File: src/rtl/phy_clk_gate_ctrl.sv
// Enable sequencer for one phy_clk_gate shared by NUM_REQ requesters: OFF -> WAKE -> ON -> DRAIN.
// Optional build macro PHY_CLK_GATE_CTRL_STATS_EN adds a saturating gate_off_cnt output.
module phy_clk_gate_ctrl #(
  parameter int NUM_REQ   = 4,
  parameter int CNT_W     = 8,
  parameter int WAKE_CYC  = 2,
  parameter int DRAIN_CYC = 2
) (
  input  logic               clk_in,
  input  logic               rst_n,
  input  logic [NUM_REQ-1:0] req,
  input  logic               force_on,
  input  logic [CNT_W-1:0]   idle_thresh,
  output logic               clk_en,
  output logic [NUM_REQ-1:0] ack,
  output logic [1:0]         gate_state
`ifdef PHY_CLK_GATE_CTRL_STATS_EN
  ,
  output logic [15:0]        gate_off_cnt
`endif
);

  typedef enum logic [1:0] {
    ST_OFF   = 2'd0,
    ST_WAKE  = 2'd1,
    ST_ON    = 2'd2,
    ST_DRAIN = 2'd3
  } gate_state_t;

  localparam logic [3:0] WAKE_LAST  = 4'(WAKE_CYC - 1);
  localparam logic [3:0] DRAIN_LAST = 4'(DRAIN_CYC - 1);

  gate_state_t      state;
  logic [3:0]       wake_cnt;
  logic [3:0]       drain_cnt;
  logic [CNT_W-1:0] idle_cnt;
  logic             demand;
  logic             drain_done;

  assign demand     = (|req) | force_on;
  assign drain_done = (state == ST_DRAIN) && !demand && (drain_cnt == DRAIN_LAST);
  assign gate_state = state;

  // The gate enable is held high through WAKE, ON and DRAIN; it only falls on the DRAIN->OFF edge.
  always_ff @(posedge clk_in or negedge rst_n) begin
    if (!rst_n) begin
      state     <= ST_OFF;
      clk_en    <= 1'b0;
      ack       <= '0;
      wake_cnt  <= '0;
      drain_cnt <= '0;
      idle_cnt  <= '0;
    end else begin
      unique case (state)
        ST_OFF: begin
          ack       <= '0;
          wake_cnt  <= '0;
          drain_cnt <= '0;
          idle_cnt  <= '0;
          if (demand) begin
            state  <= ST_WAKE;
            clk_en <= 1'b1;
          end
        end
        ST_WAKE: begin
          ack <= '0;
          if (wake_cnt == WAKE_LAST) begin
            state    <= ST_ON;
            wake_cnt <= '0;
            idle_cnt <= '0;
          end else begin
            wake_cnt <= wake_cnt + 4'd1;
          end
        end
        ST_ON: begin
          ack       <= req;
          drain_cnt <= '0;
          if (demand) begin
            idle_cnt <= '0;
          end else if (idle_cnt == idle_thresh) begin
            state <= ST_DRAIN;
          end else if (idle_cnt != '1) begin
            idle_cnt <= idle_cnt + CNT_W'(1);
          end
        end
        ST_DRAIN: begin
          ack <= '0;
          if (demand) begin
            state     <= ST_ON;
            drain_cnt <= '0;
            idle_cnt  <= '0;
          end else if (drain_cnt == DRAIN_LAST) begin
            state     <= ST_OFF;
            clk_en    <= 1'b0;
            drain_cnt <= '0;
          end else begin
            drain_cnt <= drain_cnt + 4'd1;
          end
        end
        default: begin
          state  <= ST_OFF;
          clk_en <= 1'b0;
          ack    <= '0;
        end
      endcase
    end
  end

`ifdef PHY_CLK_GATE_CTRL_STATS_EN
  // Counts completed gate closures, sticking at all-ones.
  always_ff @(posedge clk_in or negedge rst_n) begin
    if (!rst_n) begin
      gate_off_cnt <= '0;
    end else if (drain_done && (gate_off_cnt != 16'hFFFF)) begin
      gate_off_cnt <= gate_off_cnt + 16'd1;
    end
  end
`else
  logic unused_drain_done;
  assign unused_drain_done = drain_done;
`endif

endmodule

File: config.mk
export PLATFORM = sky130hd
export DESIGN_NAME = phy_clk_gate_ctrl
export DESIGN_NICKNAME = d
export VERILOG_FILES = /design/src/rtl/phy_clk_gate_ctrl.sv
export SDC_FILE = /design/constraint.sdc
export NUM_CORES = 1
export LEC_CHECK = 0
export CAP_MARGIN = 20
export CORE_MARGIN = 3
export CORE_UTILIZATION = 45
export CTS_CLUSTER_DIAMETER = 120
export DETAILED_ROUTE_END_ITERATION = 8
export HOLD_SLACK_MARGIN = 0.06
export PLACE_DENSITY = 0.72
export SLEW_MARGIN = 20
export SYNTH_ARGS = -nofsm -noshare
export SYNTH_HDL_FRONTEND = slang
export SYNTH_SLANG_ARGS = --single-unit
File: constraint.sdc
create_clock -name clk_in -period 1.95 [get_ports clk_in]
set_input_delay 0.195 -clock clk_in [delete_from_list [all_inputs] [get_ports clk_in]]
set_output_delay 0.195 -clock clk_in [all_outputs]
set_load 0.01 [all_outputs]
==> impl_metrics.ini <==
[status]
status = finished clean

[synthesis]
synthMuxAreaShare_pct = 0.7752
yosysMostFrequentCell = dfrtp_1
ys_ff_latch = 23
synthTopCellsByCount = dfrtp_1, nand2_1, o21ai_0, a31oi_1, xnor2_1
synth_compound_area_share_pct = 19.19
synthesis.nets = 150
synth.distinct_cells = 39
synth_area_per_cell_um2 = 9.933
synth_top_cell_by_area = dfrtp_1
synth_top_family_by_area = simple AND/OR/NAND/NOR gates
synth_area_um2 = 1291
synthCells = 130
yosys-top-cells-area = dfrtp_1, xnor2_1, ha_1
ys.flop_type = dfrtp_1
synth-xor-area-share_pct = 6.105
synth_simple_gate_area_share_pct = 20.83
yosysTopAreaCellShare_pct = 44.57
ys_async_sr_fraction_pct = 100.0
yosysWarnings = 0
synth_seq_area_share_pct = 44.57
synth_edf_count = 0
synth_fa_ha_area_share_pct = 4.845

[route]
drt_pass1_iterations = 4
num_vias = 1080
drc_errors = 0
drt_iter0_drc = 39
wl_per_cell_um = 13.91
wirelength_mm = 2.712
vias_per_cell = 5.538
ant_nets = 0

[global_route]
grt_pass1_vias = 1142
grtUsageTotal_pct = 17.98
grt_max_degree = 24
grt_pass1_wl_mm = 4.747
grt-ovfl-total = 0
antenna_found_initial = 0

[power_and_ir_drop]
power_switching_uw = 196.3
p_leak_uw = 0.0007112
ir_drop_uv = 443.9
p_seq_share_pct = 60.2
internal_power_uw = 621.1
powerDensity_nw_per_um2 = 492.3
netSwitchingFraction_pct = 24.01
power_frac_comb_pct = 11.3
clkPwrFrac_pct = 28.6

[min_path]
hold_path.class = in -> async

[cts]
cts.path.max_buffers = 2
hold_buffers = 0
cts-root-buf = clkbuf_4
clk_latency_ns = 0.32
htreeDepth = 1
clock_sinks = 23
numCtsBuffers = 3
clkSlewWorstSetupHoldPaths_ns = 0.13
cts_tree = built
cts_setup_buffers = 0

[place]
place.gp.congestion = 0.7892
dpl.cell_count = 191
dp_hpwl_mm = 2.042
dpl_worst_slack_ns = -0.1531
portBuffers = 21

[worst_setup_path]
critPathMaxFanout = 5
cp-start-kind = input port
slowest_delay_ns = 0.58
end_kind = flip-flop
worst-path-buf-inv = 2
cp_top_family = simple AND/OR/NAND/NOR gates
path_cells = clkdlybuf4s50_1, or4_4, nor2_8, buf_4, nand4_1, nor3_1, a211o_1
cp.arrival_ns = 2.05
crit_type = in -> reg
cp.required_ns = 2.22
cpMaxStageDelayCell = or4_4

[timing]
drv_slew = 0
layout_min_cycle_time_ns = 1.779
fin_worst_skew_ns = 0.002073
maxSlewHeadroom_pct = 73.85
finalCritPeriodShare_pct = 91.21
fin_ws_ns = 0.1713
worstMarginPinSlew_ns = 0.3923
rsz0062_at_grt = no
fmax_mhz = 562.2
timing_hold_violations_final = 0
setup_viol = 0

[die]
dieArea_um2 = 3548
fp.coreArea_um2 = 2590
initial_core_util_pct = 49.86
fp.dieW_um = 59.57
rows = 18
num_io_pins = 22
die_height_um = 59.57

[finish]
synthToLayoutAreaGrowth_pct = 28.59
fill_cells = 220
diodes = 0
layout-drive-gt1-share_pct = 20.00
finalNonFillerCells = 195
finalNetCount = 186
postLayoutCoreUtil_pct = 64.11

[flow_run]
drv_cap = 0
[final cells by class]
| type | instances | area, um^2 | share of cell area (%) |
|---|---|---|---|
| Tap cell | 30 | 37.54 | 2.261 |
| Multi-Input combinational cell | 98 | 683.2 | 41.15 |
| Clock buffer | 3 | 22.52 | 1.356 |
| Timing Repair Buffer | 35 | 315.3 | 18.99 |
| Clock inverter | 1 | 7.507 | 0.4521 |
| Sequential cell | 23 | 575.6 | 34.66 |
| Inverter | 5 | 18.77 | 1.130 |
[routing by layer]
| layer | share of wire [%] | vias to the layer above | global-route usage [%] |
|---|---|---|---|
| met2 | 49 | 27 | 31.51 |
| met3 | 5.0 | 5 | 3.050 |
| li1 | - | 544 | - |
| met1 | 44 | 504 | 20.58 |
| met4 | 2.0 | 0 | 9.810 |
| met5 | 0 | - | 0 |
[state kept, by name, indices dropped and copies added, names as in the netlist]
signal / cells
idle_cnt: 8
ack: 4
drain_cnt: 4
wake_cnt: 4
gate_state: 2
clk_en: 1
[what timing repair did]
action,CTS,global route
setup endpoints to repair,3,2
gates resized for setup,1,1
endpoints found under the hold margin,0,0
[metrics by stage]
step	TNS [ns]	total power (uW)	area, um^2	hold WS (ns)
after floorplan	0	527.5	1291	-0.1006
after global placement	-0.1601	593.0	1615	0.4726
after detailed placement	-0.6959	593.2	1615	0.4816
after CTS	0	832.0	1652	0.1970
after global routing	0	860.5	1660	0.2101
final	0	817.4	1660	0.2010
[power by group through the flow]
| stage | Clock (uW) | Combinational (uW) | Sequential, uW |
|---|---|---|---|
| floorplan | 0 | 22.4 | 505 |
| global placement | 0 | 92.4 | 501 |
| detailed placement | 0 | 92.4 | 501 |
| CTS | 246 | 93.7 | 492 |
| global route | 266 | 101 | 493 |
| finish | 233 | 92.1 | 492 |
[placed cells by master, fill, tap and decap left out, types with 2 or more instances in the layout]
cell,n
dfrtp_1,23
clkdlybuf4s50_1,21
buf_4,14
nand2_1,12
o21ai_0,10
xnor2_1,9
a31oi_1,8
nor2_1,6
nand4_1,6
inv_1,5
ha_1,5
and3_1,4
and2_1,3
nand3_1,3
a21o_2,3
clkbuf_4,3
and2_2,2
a31o_2,2
a21oi_1,2
o22ai_1,2
o211ai_1,2
[path summary, 6_finish.rpt]
check / start / to / slack [ns] / depth (start not counted)
hold / removal: rst_n / wake_cnt[3]$_DFFE_PN0P_ / 0.20 / 2
min in group clk_in: req[2] / ack[2]$_DFF_PN0_ / 0.45 / 2
setup reg to reg: idle_cnt[5]$_DFFE_PN0P_ / idle_cnt[2]$_DFFE_PN0P_ / 0.17 / 6
max in group asynchronous: rst_n / idle_cnt[2]$_DFFE_PN0P_ / 1.52 / 2
hold reg to reg: wake_cnt[3]$_DFFE_PN0P_ / wake_cnt[3]$_DFFE_PN0P_ / 0.50 / 1
setup / recovery: req[0] / drain_cnt[3]$_DFFE_PN0P_ / 0.17 / 7
[worst reg2reg max path, stage by stage (launching register included)]
cell      delay [ns]
dfrtp_1         0.40
buf_4           0.15
xnor2_1         0.18
nand4_1         0.13
or2_2           0.41
a211o_2         0.35
o211ai_1        0.08
[kinds of logic after synthesis]
| logic type | after synthesis |
|---|---|
| simple gates | 46 |
| mux | 1 |
| fa+ha+maj | 5 |
| xor+xnor | 9 |
| flops | 23 |
| compound gates | 37 |
| buf+inv | 9 |
Power figures use the tool's default switching activity.
